$ cat config.mk
export PLATFORM = sky130hd
export DESIGN_NAME = mac_seq_ctrl
export DESIGN_NICKNAME = d
export VERILOG_FILES = /design/src/rtl/mac_seq_ctrl.sv
export SDC_FILE = /design/constraint.sdc
export NUM_CORES = 1
export LEC_CHECK = 0
export ABC_AREA = 1
export ABC_CLOCK_PERIOD_IN_PS = 3900
export CAP_MARGIN = 40
export CORE_MARGIN = 3
export CORE_UTILIZATION = 48
export DETAILED_ROUTE_END_ITERATION = 10
export GPL_ROUTABILITY_DRIVEN = 0
export PLACE_DENSITY = 0.85
export SLEW_MARGIN = 20
export SYNTH_ARGS = -nofsm -noshare
export SYNTH_HDL_FRONTEND = slang
export SYNTH_SLANG_ARGS = --single-unit
$ cat constraint.sdc
create_clock -name clk -period 3.9 [get_ports clk]
set_input_delay 0.78 -clock clk [delete_from_list [all_inputs] [get_ports clk]]
set_output_delay 0.78 -clock clk [all_outputs]
set_load 0.005 [all_outputs]
$ cat src/rtl/mac_seq_ctrl.sv
// Purpose: sequences one MAC through a LEN-pair signed dot product per command, returning the sum.
// Latency: last pair accepted in cycle T -> out_valid high in T+2; len==0 -> out_valid 2 cycles after start.
// Backpressure: in_ready only while running; the result is held stable in OUT until out_ready.
//
// Ports:
//   clk, rst_n                 clock (rising edge) and asynchronous active-low reset
//   start, len, busy           command strobe (sampled in IDLE only), pair count, state != IDLE
//   in_valid/in_ready          data_in/weight_in pair handshake
//   mac_data/mac_weight/mac_op MAC operands and op (00 NOP, 01 CLEAR, 10 ACC, 11 LOAD)
//   mac_result                 MAC accumulator, registered inside the MAC
//   out_valid/out_ready        out_data result handshake
module mac_seq_ctrl #(
    parameter int IN_BIT     = 8,
    parameter int WEIGHT_BIT = 8,
    parameter int OUT_BIT    = 20,
    parameter int OP_BIT     = 2,
    parameter int LEN_BIT    = 10
) (
    input  logic                  clk,
    input  logic                  rst_n,
    input  logic                  start,
    input  logic [LEN_BIT-1:0]    len,
    output logic                  busy,
    input  logic                  in_valid,
    output logic                  in_ready,
    input  logic [IN_BIT-1:0]     data_in,
    input  logic [WEIGHT_BIT-1:0] weight_in,
    output logic [IN_BIT-1:0]     mac_data,
    output logic [WEIGHT_BIT-1:0] mac_weight,
    output logic [OP_BIT-1:0]     mac_op,
    input  logic [OUT_BIT-1:0]    mac_result,
    output logic                  out_valid,
    input  logic                  out_ready,
    output logic [OUT_BIT-1:0]    out_data
);

    localparam logic [OP_BIT-1:0] OP_NOP   = OP_BIT'(0);
    localparam logic [OP_BIT-1:0] OP_CLEAR = OP_BIT'(1);
    localparam logic [OP_BIT-1:0] OP_ACC   = OP_BIT'(2);
    localparam logic [OP_BIT-1:0] OP_LOAD  = OP_BIT'(3);

    typedef enum logic [1:0] {
        IDLE = 2'd0,
        RUN  = 2'd1,
        WAIT = 2'd2,
        OUT  = 2'd3
    } state_t;

    state_t               state, state_nxt;
    logic [LEN_BIT-1:0]   cnt, cnt_nxt;
    logic [LEN_BIT-1:0]   len_q, len_nxt;
    logic [OUT_BIT-1:0]   out_nxt;
    logic                 fire;

    always_ff @(posedge clk or negedge rst_n) begin
        if (!rst_n) begin
            state    <= IDLE;
            cnt      <= '0;
            len_q    <= '0;
            out_data <= '0;
        end else begin
            state    <= state_nxt;
            cnt      <= cnt_nxt;
            len_q    <= len_nxt;
            out_data <= out_nxt;
        end
    end

    assign fire       = (state == RUN) && in_valid;
    assign busy       = (state != IDLE);
    assign in_ready   = (state == RUN);
    assign out_valid  = (state == OUT);
    // Zero operands on bubbles so a MAC that ignores op still adds nothing.
    assign mac_data   = fire ? data_in   : '0;
    assign mac_weight = fire ? weight_in : '0;

    always_comb begin
        state_nxt = state;
        cnt_nxt   = cnt;
        len_nxt   = len_q;
        out_nxt   = out_data;
        mac_op    = OP_NOP;
        case (state)
            IDLE: begin
                if (start) begin
                    len_nxt = len;
                    cnt_nxt = '0;
                    if (len == '0) begin
                        // Empty vector: clear the MAC so WAIT captures a zero sum.
                        mac_op    = OP_CLEAR;
                        state_nxt = WAIT;
                    end else begin
                        state_nxt = RUN;
                    end
                end
            end
            RUN: begin
                if (fire) begin
                    // LOAD on the first pair overwrites any stale sum, saving a clear cycle.
                    mac_op = (cnt == '0) ? OP_LOAD : OP_ACC;
                    if (cnt == len_q - LEN_BIT'(1)) begin
                        cnt_nxt   = '0;
                        state_nxt = WAIT;
                    end else begin
                        cnt_nxt = cnt + LEN_BIT'(1);
                    end
                end
            end
            WAIT: begin
                // MAC register has absorbed the last op by now.
                out_nxt   = mac_result;
                state_nxt = OUT;
            end
            OUT: begin
                if (out_ready) state_nxt = IDLE;
            end
            default: state_nxt = IDLE;
        endcase
    end

endmodule
==> results of run 1 <==
cell families (layout without fill, tap and decap cells):
logic type,count (synthesis),after routing,synth area share
AND/OR/NAND/NOR,189,189,0.324
buffers and inverters,64,156,0.102
flip-flops,42,42,0.433
AO/OA/AOI/OAI,32,32,0.0690
XOR/XNOR,10,10,0.0360
adder cells (fa/ha/maj),7,7,0.0360
report_power, final:
part / internal [W] / switching (W)
clock network: 0.000192 / 0.000157
registers: 0.000609 / 0.000140
logic: 0.000518 / 0.000573
total: 0.00132 / 0.000871
sequential cells by signal (all words and copies together), names as in the netlist:
| name | cells |
|---|---|
| out_data | 20 |
| cnt | 10 |
| len_q | 10 |
| state | 2 |
worst min path at each step:
stage / end / slack (ns) / depth (start not counted)
floorplan: out_data[0] / 0.47 / 2
global placement: out_data[13] / 0.45 / 2
detailed placement: out_data[13] / 0.46 / 2
CTS: cnt[4] / 0.47 / 1
global route: len_q[3] / 0.49 / 1
finish: cnt[4] / 0.46 / 1
stage by stage:
stage,hold slack [ns],instance area [um2]
after CTS,0.465,3520
after floorplan,0.465,2430
after detailed placement,0.459,3410
after global placement,0.453,3380
after global routing,0.491,3520
final,0.464,3520
routing by layer:
metal	share of wire	wire, um	GRT usage
met1	0.40	2550	0.258
met2	0.51	3270	0.393
met4	0.016	102	0.0658
met3	0.079	505	0.0739
met5	0	0	0
cells in the mapped netlist:
library cell,n
buf_1,1
inv_1,53
nand3_2,1
nor2_2,1
o21a_1,1
nor4_1,1
nand2_2,6
buf_2,1
clkbuf_1,6
nand4_1,2
o21ai_0,16
nand3_1,13
ha_1,7
buf_6,1
nor2_1,39
o21ai_1,1
nor3_1,3
dfrtp_1,42
inv_2,2
o22ai_1,1
xnor2_1,3
nand2_1,119
xor2_1,7
a21oi_2,1
nor3_2,3
nor2_4,1
a21oi_1,12
cell type report:
cell class                      count  area, um2
Multi-Input combinational cell    238       1130
Sequential cell                    42       1050
Timing Repair Buffer               93        941
Fill cell                         379       1290
Clock buffer                        5       68.8
Tap cell                           67       83.8
Clock inverter                      3       43.8
Inverter                           55        206
worst reg2reg max path: stages (launching register included):
cell and delay [ns]:
dfrtp_1 0.43, inv_1 0.09, ha_1 0.29, nand2_2 0.25
o21ai_1 0.15, nand2_1 0.14, inv_2 0.22, nand2_2 0.15
nor3_2 0.19, xnor2_1 0.16, a21oi_2 0.04
==> reports/metrics.cfg, run 1 <==
[grt]
overflow=0
grt_pass1_vias=2423
grt_max_degree=23
grt_pass1_wl_um=10900
antenna_found_initial=0
grt.total_usage=0.224

[layout]
final_cell_mix=nand2_1, clkdlybuf4s50_1, inv_1
syn_to_final_growth_pct=45.1
mostFrequentLayoutCell=nand2_1
n_antenna_cell=0
stdcell_count=503
nNetsFinal=493
drive_above_1_share=0.0596
fin_util=0.732

[power]
irDropWorstVdd_mv=0.454
p_leak_nw=1.76
powerDensity_mw_per_mm2=621
power.total_w=0.00219

[setup_path]
worstPathArrival_ns=2.44
crit_cells=6
reg2reg_slack_ns=1.66
path_cells=clkdlybuf4s50_1 -> nand2_2 -> nor3_1 -> nand4_1 -> nand2_1 -> clkdlybuf4s50_1
critPathBufInv=2
r2r_cells=10
crit_path_end_kind=primary output
crit_family=buffers and inverters
crit_top_cell=clkdlybuf4s50_1
cp-endpoint=mac_op[0]
slowest_delay_ns=0.52
path_max_fanout=19
reg2reg_from=state[1]
required_ns=3.12
crit_path_start_kind=input pin
crit_slowest_cell=clkdlybuf4s50_1
worstSetupStartpoint=in_valid
path_class=in -> out
r2r-end=cnt[9]

[placed_design]
dp.cells=495
hpwl_um=4920
io_buffers=91
place_ws_ns=0.669

[floorplanning]
die_h_um=77.2
ios=92
die_w_um=77.2
row_count=25
initial_core_util=0.504
coreArea_mm2=0.00482
dieArea_mm2=0.00595

[timing]
setup_viol=0
fin_skew_ns=0.00300
min_period_ns=3.22
worstMarginPinSlew_ns=0.561
clock.fmax_mhz=311
timing.final.ws_setup_ns=0.685
hold_violations=0
fin_crit_sh=0.824
relSlewSlack=0.626
fin_tns_setup_ns=0
drv_slew=0
rsz0062_at_grt=false

[logic_synthesis]
syn-cell-area_mm2=0.00243
yosys_warnings=0
synth_cell_types=27
avgSynthCellArea_um2=7.06
synthCells=344
synth_top_area_frac=0.433
syn_nets=402
synth_largest_area_cell=dfrtp_1
ys_seq_area_frac=0.433
yosys-top-cells-area=dfrtp_1, nand2_1, inv_1, nor2_1, ha_1
ys_seq_elements=42

[routing]
dr_total_vias=2468
drc=0
drt-wirelength-per-cell_um=12.8
wl_um=6430
drt-vias-per-instance=4.91
dr.pass1.iters=5
ant_nets=0
drtIter0Drc=140

[clock_tree]
htree_levels=2
cts_hold_buf=0
post_cts_buffers=0
cts.clk_slew.worst_paths_ns=0.08
clk_latency_ns=0.30
cts_buffers=5
cts-resized-gates=0
clock_path_buffers=2
root_buffer=clkbuf_8
cts_sinks=42
cts_tree=done

[status]
status=finished, final reports clean

[job]
max-cap-violations=0

[worst_hold_path]
hold_class=in -> async

(Power assumes the default switching activity.)
==> inputs of run 2 (changes only) <==
--- a/config.mk
+++ b/config.mk
@@ -6,13 +6,13 @@
 export NUM_CORES = 1
 export LEC_CHECK = 0
 export ABC_AREA = 1
-export ABC_CLOCK_PERIOD_IN_PS = 3900
+export ABC_CLOCK_PERIOD_IN_PS = 2800
 export CAP_MARGIN = 40
 export CORE_MARGIN = 3
-export CORE_UTILIZATION = 48
+export CORE_UTILIZATION = 40
 export DETAILED_ROUTE_END_ITERATION = 10
 export GPL_ROUTABILITY_DRIVEN = 0
-export PLACE_DENSITY = 0.85
+export PLACE_DENSITY = 0.76
 export SLEW_MARGIN = 20
 export SYNTH_ARGS = -nofsm -noshare
 export SYNTH_HDL_FRONTEND = slang
==> constraint.sdc (replaced) <==
create_clock -name clk -period 2.8 [get_ports clk]
set_input_delay 0.56 -clock clk [delete_from_list [all_inputs] [get_ports clk]]
set_output_delay 0.56 -clock clk [all_outputs]
set_load 0.005 [all_outputs]
==> run 2 against run 1 <==
Total power grew 34%. Die area increased by 18%. Utilization fell by 11 points. Non-clock buffer count rose by 1. Sequential power grew 39%. Via count fell by 4.9%. Clock power up 12%. Clock skew is 0.0089 ns higher. Wire length fell by 4.6%. First-iteration DRC count shrank 27%. Count of clock-buffer cells in the layout rose by 1. Hold slack lost 0.25 ns. Largest power group unchanged.
==> reports/metrics.cfg, run 2 (synthesis results as in run 1) <==
[status]
status=finished, final reports clean

[layout]
largest_reg_flops=20
design_area_mm2=0.00351
top_register=out_data
stdcell_count=509
n_antenna_cell=0
syn_to_final_growth_pct=44.5
largestRegisters=out_data: 20 flops, cnt: 10 flops, len_q: 10 flops
nNetsFinal=494
final_cell_mix=nand2_1, clkdlybuf4s50_1, inv_1
drive_above_1_share=0.0595
mostFrequentLayoutCell=nand2_1

[routing]
ant_nets=0
drc=0
drtIter0Drc=102
dr_total_vias=2347
drt-wirelength-per-cell_um=12.0
wl_um=6130
dr.pass1.iters=4
drt-vias-per-instance=4.61

[worst_hold_path]
hold_class=in -> async

[floorplanning]
die_w_um=83.9
coreArea_mm2=0.00568
dieArea_mm2=0.00705
die_h_um=83.9
ios=92
initial_core_util=0.428
row_count=27

[clock_tree]
cts_hold_buf=0
cts-resized-gates=0
cts.clk_slew.worst_paths_ns=0.09
root_buffer=clkbuf_8
cts_buffers=5
cts_tree=done
cts_sinks=42
htree_levels=2
clk_latency_ns=0.30
clock_path_buffers=2
post_cts_buffers=0

[timing]
drv_slew=0
setup_viol=0
fin_tns_setup_ns=0
relSlewSlack=0.611
worstMarginPinSlew_ns=0.583
min_period_ns=2.66
fin_crit_sh=0.949
clock.fmax_mhz=376
rsz0062_at_grt=false
fin_skew_ns=0.0119
whs_ns=0.214
hold_violations=0

[grt]
grt_pass1_vias=2335
globalRouteMet1Util=0.227
grt_pass1_wl_um=10600
grt.total_usage=0.183
busiest_layer=met2
grt_max_degree=24
use_met3=0.0740
gr-usage-met2=0.298
overflow=0
antenna_found_initial=0

[setup_path]
path_class=in -> out
crit_path_end_kind=primary output
crit_path_start_kind=input pin
path_max_fanout=2
worstPathArrival_ns=2.10
required_ns=2.24

[power]
irDropWorstVdd_mv=0.471
power.total_w=0.00294
p_leak_nw=1.75
powerDensity_mw_per_mm2=836

[placed_design]
place_area_mm2=0.00343
io_buffers=91
dp.cells=501
hpwl_um=4840

[job]
max-cap-violations=0

==> run 2: metrics by stage <==
stage	util	setup slack [ns]
final	0.619	0.143
after global routing	0.619	0.000653
after CTS	0.619	0.127
after detailed placement	0.604	0.132
after global placement	0.599	0.174
after floorplan	-	1.06
==> run 2: final timing paths <==
| check | startpoint | endpoint | slack, ns | cells after the start |
|---|---|---|---|---|
| setup / recovery | len[5] | mac_op[0] | 0.14 | 7 |
| hold / removal | rst_n | len_q[4] | 0.21 | 1 |
| setup reg to reg | state[1] | cnt[5] | 0.66 | 11 |
| hold reg to reg | out_data[5] | out_data[5] | 0.47 | 2 |
| max in group asynchronous | rst_n | out_data[4] | 2.10 | 2 |
| min in group clk | out_data[5] | out_data[5] | 0.47 | 2 |
==> run 2: per-layer routing <==
| metal | vias up | part of all wire |
|---|---|---|
| li1 | 1218 | - |
| met1 | 1066 | 0.44 |
| met2 | 58 | 0.46 |
| met3 | 5 | 0.083 |
| met4 | 0 | 0.010 |
| met5 | - | 0 |
==> run 2: report_power, final <==
part	switching (W)	total, W	internal, W
clock network	0.000216	0.000392	0.000176
logic	0.000782	0.00151	0.000724
registers	0.000190	0.00104	0.000848
total	0.00119	0.00294	0.00175
==> run 2: critical path: stages <==
cell	delay, ns
clkdlybuf4s50_1	0.43
nor2_1	0.11
nand2_1	0.08
nor3_1	0.24
nand3_1	0.10
nand2_1	0.08
clkdlybuf4s50_1	0.50
==> run 2: final cells by class <==
class | count | area, um2
Fill cell | 540 | 2160
Multi-Input combinational cell | 238 | 1130
Sequential cell | 42 | 1050
Timing Repair Buffer | 94 | 948
Inverter | 55 | 206
Tap cell | 72 | 90.1
Clock buffer | 6 | 72.6
Clock inverter | 2 | 13.8
==> inputs of run 3 (changes only) <==
--- a/config.mk
+++ b/config.mk
@@ -8,6 +8,7 @@
 export ABC_AREA = 1
 export ABC_CLOCK_PERIOD_IN_PS = 2800
 export CAP_MARGIN = 40
+export CORE_ASPECT_RATIO = 0.7
 export CORE_MARGIN = 3
 export CORE_UTILIZATION = 40
 export DETAILED_ROUTE_END_ITERATION = 10
==> run 3 against run 2 <==
Worst setup slack gained 0.025 ns. Critical path depth did not move. Final cell count is 0.39% higher. Clock skew fell by 0.0042 ns. Critical endpoint unchanged.
==> reports/metrics.cfg, run 3 (synthesis results as in run 1) <==
[status]
status=finished, final reports clean

[setup_path]
critPathBufInv=2
path_max_fanout=5
crit_path_end_kind=primary output
path_cells=inv_1 -> ha_1 -> nand2_2 -> nor3_1 -> nand4_1 -> nand2_1 -> clkdlybuf4s50_1
crit_path_start_kind=flop
required_ns=2.24
slowest_delay_ns=0.50
reg2reg_slack_ns=0.66
crit_family=buffers and inverters
path_class=reg -> out
crit_slowest_cell=clkdlybuf4s50_1
worstPathArrival_ns=2.07

[power]
p_switching_w=0.00119
power.total_w=0.00294
powerDensity_mw_per_mm2=837
irDropWorstVdd_mv=0.590
p_leak_nw=1.74
pwr-share-clk=0.136
p_int_w=0.00175
netSwitchingFraction=0.405
seqPwrFrac=0.353
combPwrFrac=0.511

[timing]
rsz0062_at_grt=false
clock.fmax_mhz=380
hold_violations=0
whs_ns=0.162
drv_slew=0
fin_crit_sh=0.940
fin_skew_ns=0.00779
fin_tns_setup_ns=0
min_period_ns=2.63
setup_viol=0
relSlewSlack=0.500
worstMarginPinSlew_ns=0.749

[layout]
mostFrequentLayoutCell=nand2_1
final_cell_mix=nand2_1, clkdlybuf4s50_1, inv_1
syn_to_final_growth_pct=44.3
largestRegisters=out_data: 20 flops, cnt: 10 flops, len_q: 10 flops
largest_reg_flops=20
drive_above_1_share=0.0619
nNetsFinal=493
top_register=out_data
n_antenna_cell=0

[routing]
drt-wirelength-per-cell_um=12.2
drtIter0Drc=127
ant_nets=0
drc=0
wl_um=6230
dr.pass1.iters=4
drt-vias-per-instance=4.64
dr_total_vias=2373

[floorplanning]
ios=92
coreArea_mm2=0.00581
dieArea_mm2=0.00706
initial_core_util=0.418
die_h_um=71.2
die_w_um=99.2
row_count=23

[grt]
overflow=0
grt_max_degree=29
grt_pass1_vias=2286
grt_pass1_wl_um=10600
antenna_found_initial=0
grt.total_usage=0.184

[clock_tree]
cts_hold_buf=0
clk_latency_ns=0.30
cts_buffers=5
htree_levels=2
root_buffer=clkbuf_8
cts_sinks=42
cts_tree=done
cts.clk_slew.worst_paths_ns=0.09
clock_path_buffers=2

[placed_design]
hpwl_um=4890
io_buffers=91

[worst_hold_path]
hold_class=in -> async

[job]
max-cap-violations=0

[run 3: what timing repair did]
action	in CTS	in global routing
resized for setup	0	1
setup buffers	0	0
setup endpoints to repair	0	1
[run 3: path summary, 6_finish.rpt]
| check | from | endpoint | cells after the start |
|---|---|---|---|
| worst min register to register | out_data[15] | out_data[15] | 2 |
| worst max-delay path | state[1] | mac_op[0] | 7 |
| worst min-delay path | rst_n | out_data[9] | 1 |
| worst max register to register | state[1] | cnt[7] | 11 |
| min in group clk | out_data[15] | out_data[15] | 2 |
| max in group asynchronous | rst_n | cnt[1] | 2 |
[run 3: area by class of cell]
| class | instances | area [um2] |
|---|---|---|
| multi-input cells | 238 | 1130 |
| repair buffers | 93 | 933 |
| flip-flops and latches | 42 | 1050 |
| clock buffers | 5 | 68.8 |
| inverters | 55 | 206 |
| well taps | 75 | 93.8 |
| fillers | 521 | 2310 |
| clock inverters | 3 | 18.8 |
[run 3: worst register-to-register path: cells and delay by family, from the launching register on]
family	cells	cell delay (ns)
adders and majority gates	1	0.28
and+or+nand+nor	4	0.51
AOI/OAI and AO/OA	2	0.14
DFF	1	0.43
buffers and inverters	3	0.52
xor gates and xnor gates	1	0.14
[run 3: power groups by stage]
stage | Clock, W | Sequential, W | Combinational (W)
after global placement | 0 | 0.00104 | 0.00147
after floorplan | 0 | 0.00102 | 0.000842
after global routing | 0.000434 | 0.00107 | 0.00171
after detailed placement | 0 | 0.00104 | 0.00151
final | 0.000400 | 0.00104 | 0.00150
after CTS | 0.000404 | 0.00104 | 0.00151
[run 3: through the flow]
stage               utilization  instances  setup WS [ns]  area (um2)
finish                    0.603        511          0.167        3510
global route              0.603        511         0.0234        3510
CTS                       0.602        511         0.0622        3500
detailed placement        0.587        503         0.0647        3410
global placement          0.584        502          0.101        3390
floorplan                     -        344           1.06        2430
[run 3: layer usage]
layer  up-vias  wire length (um)  global-route usage
met5         -                 0                   0
met4         0                34              0.0318
met3         5               477              0.0632
met2        65              2730               0.274
met1      1076              2990               0.266
li1       1227                 -                   -
